===== src/rtl/g_shifter_pipe.sv =====
// g_shifter_pipe: LOG2W-stage pipelined barrel shifter with valid/ready handshake; define G_SHIFTER_ROTATE_EN to make Op=11 rotate-left (otherwise SLL)
module g_shifter_pipe #(
  parameter int WIDTH = 32,
  parameter int LOG2W = $clog2(WIDTH)
) (
  input  logic             Clk,
  input  logic             Rst,
  input  logic [WIDTH-1:0] In1,
  input  logic [WIDTH-1:0] In2,
  input  logic [1:0]       Op,
  input  logic             Enable,
  input  logic             InValid,
  output logic             InReady,
  output logic [WIDTH-1:0] Out,
  output logic             Zero,
  output logic             OutValid,
  input  logic             OutReady
);
  logic             adv;
  logic             vld [LOG2W];
  logic [WIDTH-1:0] dat [LOG2W];
  logic [WIDTH-1:0] nxt [LOG2W];
  logic [LOG2W-1:0] amt [LOG2W];
  logic [1:0]       ops [LOG2W];
  logic             ens [LOG2W];
  logic             unused_in2;
  logic             unused_tail;
  assign adv         = ~OutValid | OutReady;
  assign InReady     = adv;
  assign OutValid    = vld[LOG2W-1];
  assign Out         = dat[LOG2W-1];
  assign unused_in2  = ^In2[WIDTH-1:LOG2W];
  assign unused_tail = ^{amt[LOG2W-1], ops[LOG2W-1], ens[LOG2W-1]};
  for (genvar i = 0; i < LOG2W; i++) begin : g_stage
    localparam int S = 1 << i;
    logic             src_vld;
    logic             src_en;
    logic [WIDTH-1:0] src;
    logic [WIDTH-1:0] sll;
    logic [WIDTH-1:0] srl;
    logic [WIDTH-1:0] sra;
    logic [WIDTH-1:0] rol;
    logic [LOG2W-1:0] src_amt;
    logic [1:0]       src_op;
    logic             unused_amt;
    if (i == 0) begin : g_head
      assign src_vld = InValid;
      assign src     = In1;
      assign src_amt = In2[LOG2W-1:0];
      assign src_op  = Op;
      assign src_en  = Enable;
    end else begin : g_body
      assign src_vld = vld[i-1];
      assign src     = dat[i-1];
      assign src_amt = amt[i-1];
      assign src_op  = ops[i-1];
      assign src_en  = ens[i-1];
    end
    assign unused_amt = ^src_amt;
    assign sll = src << S;
    assign srl = src >> S;
    assign sra = $signed(src) >>> S;
`ifdef G_SHIFTER_ROTATE_EN
    assign rol = sll | (src >> (WIDTH - S));
`else
    assign rol = sll;
`endif
    assign nxt[i] = (i == LOG2W - 1 && !src_en) ? '0 :
                    !src_amt[i]      ? src :
                    src_op == 2'b00  ? sll :
                    src_op == 2'b01  ? srl :
                    src_op == 2'b10  ? sra : rol;
    // stage register: moves on every global advance, reset drops in-flight work
    always_ff @(posedge Clk)
      if (Rst) begin
        vld[i] <= 1'b0;
        dat[i] <= '0;
      end else if (adv) begin
        vld[i] <= src_vld;
        dat[i] <= nxt[i];
        amt[i] <= src_amt;
        ops[i] <= src_op;
        ens[i] <= src_en;
      end
  end
  // zero flag registered alongside the final stage data
  always_ff @(posedge Clk)
    if (Rst) Zero <= 1'b0;
    else if (adv) Zero <= nxt[LOG2W-1] == '0;
endmodule


===== config.mk =====
export PLATFORM = sky130hd
export DESIGN_NAME = g_shifter_pipe
export DESIGN_NICKNAME = d
export VERILOG_FILES = /design/src/rtl/g_shifter_pipe.sv
export SDC_FILE = /design/constraint.sdc
export NUM_CORES = 1
export LEC_CHECK = 0
export ABC_AREA = 1
export CAP_MARGIN = 10
export CORE_MARGIN = 3
export CORE_UTILIZATION = 40
export CTS_BUF_LIST = sky130_fd_sc_hd__clkbuf_16
export CTS_CLUSTER_SIZE = 14
export DETAILED_ROUTE_END_ITERATION = 6
export GPL_TIMING_DRIVEN = 0
export HOLD_SLACK_MARGIN = 0.03
export PLACE_DENSITY_LB_ADDON = 0.25
export SETUP_SLACK_MARGIN = 0.5
export SYNTH_ARGS = -nofsm -noshare
export SYNTH_HDL_FRONTEND = slang
export SYNTH_SLANG_ARGS = --single-unit

===== constraint.sdc =====
create_clock -name Clk -period 5.6 [get_ports Clk]
set_clock_uncertainty 0.1 [all_clocks]
set_input_delay 1.12 -clock Clk [delete_from_list [all_inputs] [get_ports Clk]]
set_output_delay 1.12 -clock Clk [all_outputs]
set_load 0.02 [all_outputs]

======== Yosys cells after proc, flatten, opt, wreduce, memory -nomap -nowiden ========
Memories as Yosys holds them, arrays and structs flattened.
Cells that the tools add are included.
cells by class
  muxes and demuxes ....................... 36
  bitwise operators ....................... 12
  reductions and logical operators ........ 6
  eq/ne operators ......................... 10
operator list
  operator                                                          number
  32-bit 2-to-1 mux                                                 26
  32-bit zero test                                                  1
  1-bit OR                                                          11
  2-bit by 1-bit == test with 1-bit output (second input constant)  5
  2-bit == test (second input constant)                             5
  2-bit zero test                                                   5
  1-bit 2-to-1 mux                                                  10
  1-bit inverter                                                    1
storage, ports and cells
  logic and storage cells ................. 70
  output and inout port bits .............. 35
  RAM bits ................................ 205
  memories kept ........................... 5
  bits in registers ....................... 1
memory list
  memory  words  width  read ports  clocked after memory_dff  write ports  line  RTL
  dat     5      32     5           0                         5            21    logic [WIDTH-1:0] dat [LOG2W];
  amt     5      5      4           0                         5            23    logic [LOG2W-1:0] amt [LOG2W];
  ops     5      2      4           0                         5            24    logic [1:0] ops [LOG2W];
  ens     5      1      4           0                         5            25    logic ens [LOG2W];
  vld     5      1      5           0                         5            20    logic vld [LOG2W];

======== Logic depth before layout (Yosys ltp) ========
An unclocked memory read counts as a cell.
  word-level depth ........................ 8
  mapped depth ............................ 13
  gate-level depth less buffers ........... 13

======== Worst setup path after synthesis ========
OpenSTA, ideal clock, no wires.
  path kind ............................... input to register
  from .................................... in OutReady
  to ...................................... mem dat[0][0], enable pin
  path buffers ............................ 0
  setup time .............................. 531 ps
  arrival time ............................ 4947 ps
  setup slack ............................. 22 ps
  data required time ...................... 4969 ps
  stages .................................. 4
  cells stage by stage .................... inv_1 nand2_1 inv_1 nand2_1
RTL lines
  element      line  RTL
  from (decl)  17    input logic OutReady
  to (decl)    21

======== Worst setup path in the final report ========
  from .................................... in OutReady
  to ...................................... out InReady
on the way
  longest elaborated chain between the ends .. 1
ends and longest elaborated chain
  element    line  RTL
  1-bit OR   28    assign adv = ~OutValid | OutReady;
  to (decl)  13    output logic InReady,
Every way passes these cells.

==> impl_metrics.toml <==
[run_status]
outcome = "finished, final reports clean"

[clock_tree]
htree_levels = 4
holdBufCountCts = 0
root_buffer = "clkbuf_16"
cts.clk_slew.worst_paths_ns = 0.07
cts.sinks = 188
cts_buffers = 17
ctsLongestPathBuffers = 2
worstSkewPairLatency_ns = 0.43
cts_setup_buffers = 0
cts_tree = "yes"
cts_resized = 0

[routing]
wl_per_cell_um = 15.9
drt-total-wl_um = 24500
drcViolationCount = 0
viasPerCell = 5.10
drt_pass1_iterations = 5
drt-initial-drc-count = 580
antenna_left = 0
route.vias.total = 7846

[worst_setup_path]
critical_path_class = "primary input to output port"
timing.rr.end = "dat[2][13]"
ff2ff_setup_slack_ns = 3.09
reg2reg_from = "vld[4]"
critPathTopFamily = "buffers and inverters"
cp.arrival_ns = 2.29
reg2regPathDepth = 6
worstPathCellList = "clkdlybuf4s50_1 > inv_1 > nand2_1 > clkdlybuf4s50_1"
crit_fanout = 2
worst-path-buf-inv = 3
required_ns = 4.38
critPathLaunchType = "primary input"
path_common_cell = "clkdlybuf4s50_1"
max_stage_delay_ns = 0.61
cpMaxStageDelayCell = "clkdlybuf4s50_1"
critPathCaptureType = "output port"

[grt]
grt_usage_pct = 18.8
grt_pass1_wl_um = 38700
grt_max_degree = 132
grt-ovfl-total = 0
antenna_found_initial = 0
grt_pass1_vias = 7416

[synthesis]
synth-seq-cells = 188
synth.distinct_cells = 24
synth_warnings = 0
netlist_area_mm2 = 0.00984
synth_seq_area_share_pct = 57.3
syn_area_per_cell_um2 = 8.87
synthCells = 1109
syn_nets = 1180

[final_layout]
layout.nets = 1278
drive_above_1_share_pct = 5.49
diodes = 0
fillCellCount = 2294
regArea_mm2 = 0.00564
multi_input_area_mm2 = 0.00335
post-route-cell-area_mm2 = 0.0117
syn_to_final_growth_pct = 18.5

[floorplanning]
core_mm2 = 0.0238
initial_core_util_pct = 41.3
die_h_um = 163
fp-row-count = 56
die_w_um = 163
pin_count = 106
die_area_mm2 = 0.0265

[pwr]
seqPwrFrac_pct = 50.4
power_leakage_nw = 5.12
p_comb_share_pct = 14.0
intPower_mw = 2.55
pwr_density_cell_mw_per_mm2 = 295
power.share.switching_pct = 26.0
switching_power_uw = 896
p_total_mw = 3.44
ir_drop_v = 0.000165
power_frac_clock_pct = 35.6

[sta]
period_minus_slack_ns = 3.51
rsz0062_at_grt = "no"
worstMarginPinSlew_ns = 0.793
timing.final.ws_setup_ns = 2.09
setup_viol = 0
tns_ns = 0
finalHoldViolations = 0
fmax_mhz = 285
post-route-period-util_pct = 62.7
slew_violations = 0
slew_headroom_pct = 47.1

[flow_run]
cap_viol_max_count = 0

[hold_path]
hold_class = "flip-flop to flip-flop"
hold_end = "amt[0][8]"
holdPathStages = 0
hold_start = "amt[0][3]"

[placement]
io_buffers = 78
place_hpwl_um = 18600
gp_congestion = 0.925
place_ws_ns = 1.85
placed_cell_area_mm2 = 0.0111
==> registers in the layout, summed over array words and instances, names as in the netlist <==
signal  cells
Zero        1
amt        10
dat       160
ens         4
ops         8
vld         5
==> cell type report <==
type | instances | share of cell area [%]
Sequential cell | 188 | 48.3
Tap cell | 319 | 3.42
Multi-Input combinational cell | 702 | 28.7
Timing Repair Buffer | 79 | 6.93
Clock inverter | 15 | 1.49
Inverter | 145 | 4.67
Clock buffer | 17 | 3.65
Buffer | 74 | 2.76
==> power groups by stage <==
stage | registers (mW) | logic [mW] | clock network (mW)
after floorplan | 1.75 | 0.300 | 0
after global placement | 1.76 | 0.479 | 0
after detailed placement | 1.76 | 0.481 | 0
after CTS | 1.73 | 0.482 | 1.25
after global routing | 1.74 | 0.540 | 1.32
final | 1.73 | 0.483 | 1.22
==> placed cells by master, fill, tap and decap left out <==
cell and n:
o211ai_1 94, edfxtp_1 187, o22ai_1 3, nor2_1 102, dfxtp_1 1, a21oi_1 54, o21ai_1 8, buf_6 2
nand2_2 1, o21ai_0 49, a311oi_1 1, bufinv_16 3, nand2_8 1, buf_2 23, inv_1 140, clkdlybuf4s50_1 78
clkinv_2 1, clkbuf_16 17, nand2_4 3, a211oi_1 1, buf_1 5, nor2_2 4, clkinv_1 5, clkinv_4 4
nand3_1 118, inv_8 1, nand2_1 260, inv_6 2, inv_2 4, buf_16 1, a21o_1 2, nor3_1 1
clkbuf_1 44
==> cell usage after synthesis <==
master      n  share of area (%)
inv_1     138                5.3
o22ai_1     3               0.19
clkbuf_1   44                1.7
buf_6       2               0.23
nor2_2      4               0.25
o21ai_0    49                2.5
nand2_2     1              0.064
nand3_1   118                6.0
nand2_1   261                 10
nand2_4     3               0.34
a311oi_1    1              0.089
inv_2       4               0.15
buf_2      23                1.2
clkinv_1    3               0.11
a21oi_1    54                2.7
dfxtp_1     1               0.20
nor3_1      1              0.051
o21ai_1     8               0.41
o211ai_1   94                7.2
a21o_1      2               0.15
a211oi_1    1              0.076
nor2_1    102                3.9
edfxtp_1  187                 57
buf_1       5               0.19
==> metal layers <==
layer  track usage, %  vias up  wire length (um)
li1                 -     3963                 -
met1             20.3     3536              9700
met2             34.8      275             12600
met3             3.15       72               926
met4             10.6        0              1230
met5                0        -                 0
==> worst max-delay path by stage <==
stage	to	slack [ns]	from	cells after the start
3_5_place_dp	dat[2][13]	1.85	OutReady	8
5_1_grt	InReady	2.04	OutReady	4
3_3_place_gp	dat[0][23]	0.65	OutReady	5
6_report	InReady	2.09	OutReady	4
4_1_cts	InReady	2.08	OutReady	4
2_1_floorplan	dat[0][0]	1.63	OutReady	4
==> kinds of logic after synthesis <==
group / after synthesis / synth area share [%]
simple gates: 490 / 20.6
compound gates: 212 / 13.3
flops: 188 / 57.3
buf+inv: 219 / 8.80
==> worst register-to-register path, delay by kind of cell (launching register included) <==
| family | cells | cell delay, ns |
|---|---|---|
| AND/OR/NAND/NOR | 3 | 0.97 |
| flip-flops | 1 | 0.38 |
| buffers and inverters | 3 | 0.94 |
==> per-stage QoR <==
step                      util [%]  std cells  hold slack (ns)
after floorplan                  -       1109            0.300
after global placement        46.3       1506            0.301
after detailed placement      46.4       1507            0.305
after CTS                     48.9       1539            0.321
after global routing          48.9       1539            0.332
final                         48.9       1539            0.321
No activity file was read; power rests on OpenSTA's default activity.
==> RTL edit 1 (config.mk and constraints unchanged) <==
Add a define of `G_SHIFTER_ROTATE_EN`.
--- a/src/rtl/g_shifter_pipe.sv
+++ b/src/rtl/g_shifter_pipe.sv
@@ -1,4 +1,6 @@
 // g_shifter_pipe: LOG2W-stage pipelined barrel shifter with valid/ready handshake; define G_SHIFTER_ROTATE_EN to make Op=11 rotate-left (otherwise SLL)
+`define G_SHIFTER_ROTATE_EN
+
 module g_shifter_pipe #(
   parameter int WIDTH = 32,
   parameter int LOG2W = $clog2(WIDTH)
Behaviour: not the same (Yosys sat finds a counterexample within 10 cycles, from zero or initial values and one cycle with Rst high).
==> RTL edit 1 against the unedited design <==
- setup slack worse by 12 ps
- total power is 0.68% higher
- sequential cell count unchanged
- register-to-register slack improved by 170 ps
- routed wire length increased by 4.9%
- cell area is 1.6% higher
- cell count is 1.4% higher
- area after synthesis grew 1.8%
- largest power group unchanged
- highest routed layer unchanged
==> RTL edit 1: results (changes against the unedited design) <==
| Metric | Value |
|---|---|
| Run status | `finished, final reports clean` |
| Share of cells above drive strength 1 | `0.0534 (-0.00156)` |
| Placer's final routability congestion estimate | `0.945 (+2.2%)` |
| Global Route Usage Sum | `0.198 (+0.00993)` |
| Largest net degree at the start of global routing | `114 (-14%)` |
| Slew HR | `0.425 (-0.0463)` |
| DRT iter0 DRCs | `611 (+5.3%)` |
| Filler cells | `2360 (+2.9%)` |
| Post-synth cell types | `23 (-4.2%)` |
| First-pass GRT wire length | `41100 µm (+6.1%)` |
| Worst VDD drop | `0.000169 V (+2.4%)` |
| P_leak | `5.21 nW (+1.8%)` |
| Dpl ws | `1940 ps (+90.3 ps)` |
| Hold Path End | `amt[0][14]` |
| Vias in the first global route | `7885 (+6.3%)` |
| Minimum setup slack among reg-to-reg paths | `3260 ps (+170 ps)` |
| Register area share after synthesis | `0.563 (-0.0104)` |
| Non-filler cells, final | `1561 (+1.4%)` |
| Synth Area per Inst | `8.89 µm² (+0.22%)` |
| Cells on worst reg2reg path | `5 (-1)` |
| Post-Syn Nets | `1198 (+1.5%)` |
| Main area contributors after synthesis | `edfxtp_1, nand2_1, o211ai_1` |
| Placed insts | `1529 (+1.5%)` |
| Commonest cells in the netlist | `nand2_1, edfxtp_1, inv_1, nand3_1, o211ai_1` |
| R2r endpoint | `dat[3][4]` |
| CP Max Fanout | `3 (+1)` |
## RTL edit 1: cell count changes after synthesis, moves of 6 or more
cell and delta:
inv_1 +33, o22ai_1 +11, buf_1 +9, nand2_1 -27, o21ai_1 -6, o211ai_1 +18, nor2_1 -16, a211oi_1 +14
## RTL edit 1: cell families after synthesis
logic type,Yosys count,share of synthesized area
buffers and inverters,249,0.0958
AO/OA/AOI/OAI,245,0.157
AND/OR/NAND/NOR,445,0.185
flip-flops,188,0.563
## RTL edit 1: worst max-delay path by stage
stage / slack [ps] / from / end / cells past startpoint
2_1_floorplan: 1650 / OutReady / dat[0][0] / 4
3_3_place_gp: 660 / OutReady / dat[0][17] / 5
3_5_place_dp: 1940 / Rst / dat[3][4] / 6
4_1_cts: 2070 / OutReady / InReady / 4
5_1_grt: 2030 / OutReady / InReady / 4
6_report: 2080 / OutReady / InReady / 4
## RTL edit 1: metal layers
metal  wire, µm  track usage  vias up
li1           -            -     4058
met1       9530        0.205     3565
met2      13800        0.380      300
met3       1150       0.0318       75
met4       1270        0.107        0
met5          0            0        -
## RTL edit 1: layout make-up
cell class,instances,area share
Tap cell,324,0.0342
Clock inverter,15,0.0152
Inverter,174,0.0551
Clock buffer,17,0.0359
Buffer,75,0.0260
Multi-Input combinational cell,690,0.290
Sequential cell,188,0.476
Timing Repair Buffer,78,0.0674
## RTL edit 1: metrics by stage
stage | cell area (µm²) | hold slack (ps)
2_1_floorplan | 10000 | 300
3_3_place_gp | 11200 | 300
3_5_place_dp | 11200 | 305
4_1_cts | 11800 | 323
5_1_grt | 11800 | 328
6_report | 11800 | 322
## RTL edit 1: power by group
| part | switching, mW | leakage (nW) | internal (mW) |
|---|---|---|---|
| clock | 0.576 | 0.296 | 0.640 |
| combinational | 0.327 | 2.74 | 0.186 |
| sequential | 0.0727 | 2.18 | 1.66 |
==> RTL edit 2 (same flow settings) <==
Made on the original files. Set the parameter `WIDTH` to 64 (it was 32).
--- a/src/rtl/g_shifter_pipe.sv
+++ b/src/rtl/g_shifter_pipe.sv
@@ -1,6 +1,6 @@
 // g_shifter_pipe: LOG2W-stage pipelined barrel shifter with valid/ready handshake; define G_SHIFTER_ROTATE_EN to make Op=11 rotate-left (otherwise SLL)
 module g_shifter_pipe #(
-  parameter int WIDTH = 32,
+  parameter int WIDTH = 64,
   parameter int LOG2W = $clog2(WIDTH)
 ) (
   input  logic             Clk,
Interface: changed (resized In1, In2 and Out); port bits go from 106 to 202. The function was not compared with the original's and may differ.
==> RTL edit 2 against the unedited design <==
- total power is 130% higher
- routed wire length grew to 2.8 times the old value
- largest power group unchanged
- highest routed layer unchanged
- maximum frequency fell by 14%
- sequential share of layout area fell by 1.2 points
- setup slack worse by 560 ps
- area after synthesis grew 130%
- cell area increased by 130%
- hold slack got worse by 2.8 ps
- sequential cell count up 233
==> RTL edit 2: results (changes against the unedited design) <==
| Metric | Value |
|---|---|
| Run status | `finished, final reports clean` |
| Placer's final routability congestion estimate | `0.989 (+6.9%)` |
| Design area | `26800 µm² (+130%)` |
| Seq area share | `0.471 (-0.0123)` |
| Largest net degree at the start of global routing | `69 (-48%)` |
| Top flop regs | `dat x384, amt x15, ops x10` |
| Min-delay src | `amt[2][5]` |
| Routed via count | `18562 (+140%)` |
| P_leak | `11.9 nW (+130%)` |
| ANT cells | `0 (unchanged)` |
| Worst VDD drop | `0.000172 V (+3.9%)` |
| Setup Fix Bufs, Post-CTS | `0 (unchanged)` |
| Filler cells | `5403 (+140%)` |
| H-tree depth | `2 (-2)` |
| Sw Ratio | `0.271 (+0.0104)` |
| Number of multi-input logic gates | `1625 (+130%)` |
| Vias in the first global route | `18149 (+140%)` |
| Post-Syn Nets | `2771 (+130%)` |
| Initial antenna violation count | `1 (+1)` |
| Dpl ws | `856 ps (-990 ps)` |
| DR WL/cell | `19.0 µm (+20%)` |
| EDFF count, synth | `420 (+120%)` |
| Drt via density | `5.13 (+0.66%)` |
| Nets | `2967 (+130%)` |
| P_clk | `2.92 mW (+140%)` |
| Finished Core Util | `0.481 (-0.00831)` |
| Seq group | `3.92 mW (+130%)` |
| Register area share after synthesis | `0.554 (-0.0193)` |
| Cell Area, Placed | `25400 µm² (+130%)` |
| Signal buffers | `405 (+160%)` |
| DRT iter0 DRCs | `1198 (+110%)` |
| Critical Path AT | `4220 ps (+1930 ps)` |
| Clk_lat worst skew | `580 ps (+150 ps)` |
| Post-synthesis compound-gate area fraction | `0.136 (+0.00295)` |
| Inverters | `333 (+130%)` |
| Share of cells above drive strength 1 | `0.0613 (+0.00643)` |
| Pre-Repair DR Iteration Count | `6 (+1)` |
| Global Route Usage Sum | `0.226 (+0.0375)` |
| Worst stage delay on the critical path | `640 ps (+30 ps)` |
| Clk cell area share | `0.0544 (+0.00295)` |
| Dpl hpwl | `55100 µm (+200%)` |
| CP Max Fanout | `68 (+66)` |
| CP max-delay cell | `nand3_4` |
| Clock buffer depth | `3 (+1)` |
| First-pass GRT wire length | `104000 µm (+170%)` |
| Fraction of area in multi-input gates | `0.287 (-0.000386)` |
| CLK BUF | `46 (+29)` |
| #FFs+latches synth | `421 (+120%)` |
| Tightest Pin Transition | `1090 ps (+295 ps)` |
| Post-Synthesis Cells | `2636 (+140%)` |
| RR Startpoint | `vld[2][1]` |
| Main area contributors after synthesis | `edfxtp_1, nand2_1, o211ai_1` |
| Tot Pwr | `7.97 mW (+130%)` |
| Placed insts | `3532 (+130%)` |
| NonClk Buf Share | `0.105 (+0.00845)` |
| Synth Area in XOR/XNOR | `0 (unchanged)` |
| I/O Buffers | `142 (+82%)` |
| Commonest cells in the netlist | `nand2_1, edfxtp_1, inv_1, o211ai_1, nand3_1` |
## RTL edit 2: changes by cell type after synthesis, sizes merged, moves of 3 or more
| cell | before | now |
|---|---|---|
| a21oi | 54 | 110 |
| buf | 30 | 113 |
| clkbuf | 44 | 144 |
| edfxtp | 187 | 420 |
| inv | 142 | 332 |
| nand2 | 265 | 695 |
| nand3 | 118 | 239 |
| nor2 | 106 | 200 |
| o211ai | 94 | 259 |
| o21ai | 57 | 114 |
| o21bai | 0 | 3 |
## RTL edit 2: final timing paths
check                to  slack, ps  cells after the start
min reg2reg   amt[3][5]        320                      0
max          dat[0][57]       1530                      8
min           amt[3][5]        320                      0
max reg2reg  dat[0][57]       2250                      6
## RTL edit 2: metal layers
metal	vias up	track usage	wire (µm)
met1	8505	0.236	25200
met2	650	0.429	36100
met4	0	0.144	4830
li1	9215	-	-
met3	192	0.0252	2710
met5	-	0	0
